===== src/rtl/result_serializer.sv =====
// Result serializer: FIFO-buffered {coordinate, mad} words shifted out MSB-first behind a start bit.
// Optional feature: define SERIAL_PARITY_EN to append an even-parity bit to every frame.
module result_serializer #(
    parameter int COORD_W = 8,
    parameter int MAD_W   = 12,
    parameter int DEPTH   = 4
) (
    input  logic                       clk,
    input  logic                       rst,
    input  logic [COORD_W-1:0]         coordinate,
    input  logic [MAD_W-1:0]           mad,
    input  logic                       in_valid,
    output logic                       in_ready,
    output logic                       s_out_port,
    output logic                       s_out_valid,
    output logic                       frame_done,
    output logic [$clog2(DEPTH+1)-1:0] level
);

    localparam int W  = COORD_W + MAD_W;
    localparam int PW = $clog2(DEPTH);
    localparam int LW = $clog2(DEPTH + 1);
    localparam int CW = $clog2(W);

    typedef enum logic [1:0] {
        S_IDLE,
        S_START,
        S_DATA
`ifdef SERIAL_PARITY_EN
        , S_PARITY
`endif
    } state_t;

    logic [W-1:0]  r_mem [DEPTH];
    logic [PW-1:0] r_wptr;
    logic [PW-1:0] r_rptr;
    logic [LW-1:0] r_level;
    logic [W-1:0]  r_shift;
    logic [CW-1:0] r_cnt;
    state_t        r_state;
    logic          r_port;
    logic          r_valid;
    logic          r_done;
`ifdef SERIAL_PARITY_EN
    logic          r_par;
`endif

    logic          w_push;
    logic          w_pop;
    logic          w_last;
    logic [W-1:0]  w_head;

    assign in_ready    = !rst && (r_level != LW'(DEPTH));
    assign w_push      = in_valid && in_ready;
    assign w_head      = r_mem[r_rptr];
`ifdef SERIAL_PARITY_EN
    assign w_last      = (r_state == S_PARITY);
`else
    assign w_last      = (r_state == S_DATA) && (r_cnt == '0);
`endif
    // Popping only from a non-empty FIFO guarantees a fresh push is never bypassed.
    assign w_pop       = (r_level != '0) && ((r_state == S_IDLE) || w_last);

    assign s_out_port  = r_port;
    assign s_out_valid = r_valid;
    assign frame_done  = r_done;
    assign level       = r_level;

    always_ff @(posedge clk) begin
        if (w_push) begin
            r_mem[r_wptr] <= {coordinate, mad};
        end
    end

    always_ff @(posedge clk) begin
        if (rst) begin
            r_wptr  <= '0;
            r_rptr  <= '0;
            r_level <= '0;
        end else begin
            if (w_push) r_wptr <= r_wptr + 1'b1;
            if (w_pop)  r_rptr <= r_rptr + 1'b1;
            r_level <= r_level + LW'(w_push) - LW'(w_pop);
        end
    end

    always_ff @(posedge clk) begin
        if (rst) begin
            r_state <= S_IDLE;
            r_port  <= 1'b0;
            r_valid <= 1'b0;
            r_done  <= 1'b0;
        end else begin
            r_done <= 1'b0;
            if (w_pop) begin
                r_state <= S_START;
                r_shift <= w_head;
                r_port  <= 1'b1;
                r_valid <= 1'b1;
`ifdef SERIAL_PARITY_EN
                r_par   <= ^w_head;
`endif
            end else if ((r_state == S_IDLE) || w_last) begin
                r_state <= S_IDLE;
                r_port  <= 1'b0;
                r_valid <= 1'b0;
            end else if (r_state == S_START) begin
                r_state <= S_DATA;
                r_cnt   <= CW'(W - 1);
                r_port  <= r_shift[W-1];
                r_shift <= r_shift << 1;
            end else if (r_cnt != '0) begin
                // r_cnt tracks the index of the data bit currently on the pin.
                r_cnt   <= r_cnt - 1'b1;
                r_port  <= r_shift[W-1];
                r_shift <= r_shift << 1;
`ifndef SERIAL_PARITY_EN
                r_done  <= (r_cnt == CW'(1));
`endif
            end
`ifdef SERIAL_PARITY_EN
            else begin
                r_state <= S_PARITY;
                r_port  <= r_par;
                r_done  <= 1'b1;
            end
`endif
        end
    end

endmodule


===== config.mk =====
export PLATFORM = sky130hd
export DESIGN_NAME = result_serializer
export DESIGN_NICKNAME = d
export VERILOG_FILES = /design/src/rtl/result_serializer.sv
export SDC_FILE = /design/constraint.sdc
export NUM_CORES = 1
export LEC_CHECK = 0
export ABC_AREA = 1
export BUFFER_PORTS_ARGS = -buffer_cell sky130_fd_sc_hd__buf_2
export CAP_MARGIN = 20
export CORE_MARGIN = 2
export CORE_UTILIZATION = 64
export CTS_CLUSTER_DIAMETER = 120
export DETAILED_ROUTE_END_ITERATION = 10
export PLACE_DENSITY_LB_ADDON = 0.2
export SLEW_MARGIN = 20
export SYNTH_ARGS = -nofsm -noshare
export SYNTH_HDL_FRONTEND = slang
export SYNTH_SLANG_ARGS = --single-unit

===== constraint.sdc =====
create_clock -name clk -period 7.4 [get_ports clk]
set_clock_uncertainty 0.1 [all_clocks]
set_input_delay 1.48 -clock clk [delete_from_list [all_inputs] [get_ports clk]]
set_output_delay 1.48 -clock clk [all_outputs]
set_load 0.01 [all_outputs]

==> impl_metrics.toml <==
[power]
ir_drop_mv = 0.3766
powerDensity_nw_per_um2 = 434.4
leakage_uw = 0.002206

[clocking]
cts_tree = "yes"
insertion_delay_ns = 0.52
cts_root_buf = "clkbuf_8"
clk_pin_slew_worst_paths_ns = 0.06
numCtsBuffers = 17
clockBufferDepth = 2
cts_htree_levels = 4
cts_setup_buffers = 0
cts_sinks = 119
cts_hold_buf = 0
cts_resized = 0

[layout]
final_layout_size_suffix_gt1_share_pct = 18.89
fin_util_pct = 78.46
fin_cells = 549
nets = 470
final_cell_area_sq_um = 5752
syn2layout_area_growth_pct = 17.90
antenna_cells = 0

[flow_run]
cap_violations = 0

[placement]
gp_congestion = 0.7792
numPortBuffers = 29
dpl.cell_count = 517
hpwl_mm = 5.277
dpl_cell_area_sq_um = 5101

[floorplanning]
fp.dieW_microns = 91.31
dieHeight_microns = 91.31
core_area_sq_um = 7331
placementRows = 31
ioPinCount = 30
die_area_sq_um = 8337
start_util_pct = 66.55

[grt]
use_met1_pct = 30.05
use_met2_pct = 41.05
grt_usage_pct = 24.86
grt_max_degree = 41
grt_pass1_vias = 3056
grt-busiest-layer = "met2"
overflow = 0
grt_first_pass_wirelength_mm = 15.24
grt_antenna_before_repair = 0
met3_usage_pct = 7.220

[timing]
final_hold_viol_count = 0
fin_setup_tns_ns = 0
slew_viol_final = 0
fmax_mhz = 284.7
period_minus_slack_ns = 3.513
finalSetupViolations = 0
slew_headroom_pct = 49.98
tightestPinTransition_ns = 0.7445
min_period_over_period_pct = 47.47
rsz0062_at_grt = "false"

[routing]
drcViolationCount = 0
wl_per_cell_microns = 17.26
finalWirelength_mm = 9.475
ant_nets = 0
drt_first_pass_iters = 5
vias = 3084
vias_per_cell = 5.617
drtIter0Drc = 213

[logic_synthesis]
synthSimpleGateAreaFrac_pct = 12.90
ys_seq_area_share_pct = 70.38
yosysUniqueCellTypes = 28
synth_seq_cells = 119
synth_cells = 402
synth_mux_area_share_pct = 0
synth_xor_area_share_pct = 0.3591
synth_top_family_by_area = "simple AND/OR/NAND/NOR gates"
syn_nets = 435
synth_area_sq_um = 4878
postSynthAreaPerCell_sq_um = 12.14
synthAdderAreaFrac_pct = 2.719
synth_compound_area_share_pct = 9.413
ys.warnings.count = 0

[critical_path]
critical_path_class = "in -> out"
crit_path_end_kind = "output port"
startpoint_type = "input pin"
arrival_ns = 1.93
path_max_fanout = 10
worstPathRequired_ns = 5.82

[status]
status = "finished, final reports clean"

[worst_hold_path]
hp-class = "reg -> reg"
## registers in the layout (all words and copies together) (netlist names), named ones only
name / cells
r_state: 2
s_out_valid: 1
r_mem: 80
r_shift: 20
r_rptr: 2
frame_done: 1
r_wptr: 2
r_cnt: 5
level: 3
s_out_port: 1
## kinds of logic (layout without fill, tap and decap cells)
family / Yosys count / after routing
AOI/OAI and AO/OA: 74 / 74
xor gates and xnor gates: 2 / 2
buffers and inverters: 45 / 93
adders and majority gates: 10 / 10
DFF: 119 / 119
and+or+nand+nor: 152 / 152
## routing by layer
layer / part of all wire [%] / wire (microns) / vias up
li1: - / - / 1469
met1: 41 / 3926 / 1492
met2: 52 / 4900 / 104
met3: 4.7 / 448 / 19
met4: 2.1 / 199 / 0
met5: 0 / 0 / -
## placed cells by master (no fill, tap or decap), types with 2 or more instances in the layout
| master | n |
|---|---|
| bufinv_16 | 5 |
| nor3_1 | 2 |
| o22ai_2 | 9 |
| edfxtp_1 | 105 |
| nand4_1 | 2 |
| nor2_4 | 5 |
| inv_6 | 3 |
| clkbuf_16 | 16 |
| nand3_1 | 5 |
| buf_2 | 29 |
| buf_4 | 3 |
| o21ai_1 | 2 |
| ha_1 | 9 |
| a21oi_2 | 2 |
| o21ai_0 | 43 |
| dfxtp_1 | 14 |
| a21oi_1 | 7 |
| clkinv_4 | 4 |
| nor2_1 | 58 |
| inv_1 | 27 |
| nand2_1 | 75 |
| o22ai_1 | 10 |
## power by group
group | total [uW] | internal (uW) | leakage [uW] | switching, uW
clock network | 881 | 584 | 0.000308 | 296
registers | 961 | 899 | 0.00108 | 62.1
logic | 657 | 209 | 0.000818 | 448
total | 2500 | 1690 | 0.00221 | 807
## area by class of cell
cell class,instances,area [sq um]
Timing Repair Buffer,33,182.7
Clock buffer,18,417.9
Inverter,28,107.6
Fill cell,429,1579
Tap cell,99,123.9
Sequential cell,119,3433
Multi-Input combinational cell,238,1264
Clock inverter,14,222.7
## through the flow
step           worst slack, ns  hold slack [ns]  power, uW
5_1_grt                  3.855           0.4306       2634
3_3_place_gp             3.893           0.3435       1567
2_1_floorplan            3.948           0.3681       1463
6_report                 3.887           0.3734       2499
4_1_cts                  3.882           0.3735       2501
3_5_place_dp             3.805           0.3651       1605
## cell usage after synthesis
cell      instances  area, sq um
a21oi_2           2        17.52
nor2_1           62        232.7
nand3_1           5        25.02
buf_2             4        20.02
ha_1              9        112.6
nand2_2           1        6.260
dfxtp_1          14        280.3
o22ai_2           9        112.6
buf_6             4        45.04
a21oi_1           7        35.03
o21ai_0          43        215.2
nand2_4           1        11.26
o21ai_1           2        10.01
clkbuf_1          9        33.78
o22ai_1          10        62.56
nor3_1            2        10.01
edfxtp_1        105         3153
nand2_1          75        281.5
xor2_1            1        8.760
nand4_1           2        12.51
inv_1            27        101.4
nand3_4           1        17.52
nor2_4            2        22.52
xnor2_1           1        8.760
nand3_2           1        10.01
a31oi_1           1        6.260
fa_1              1        20.02
inv_4             1        6.260
## worst max-delay path: stages
cell and delay, ns:
buf_2 0.16, a31oi_1 0.14, buf_2 0.15
## worst paths after layout
kind | cells after the start | from | endpoint | slack [ns]
max | 3 | rst | in_ready | 3.89
min | 2 | s_out_valid$_SDFFE_PP0P_ | s_out_valid$_SDFFE_PP0P_ | 0.37
max reg2reg | 14 | r_cnt[0]$_SDFFCE_PP1P_ | level[1]$_SDFF_PP0_ | 4.47
min reg2reg | 2 | s_out_valid$_SDFFE_PP0P_ | s_out_valid$_SDFFE_PP0P_ | 0.37
(Power assumes the default switching activity.)
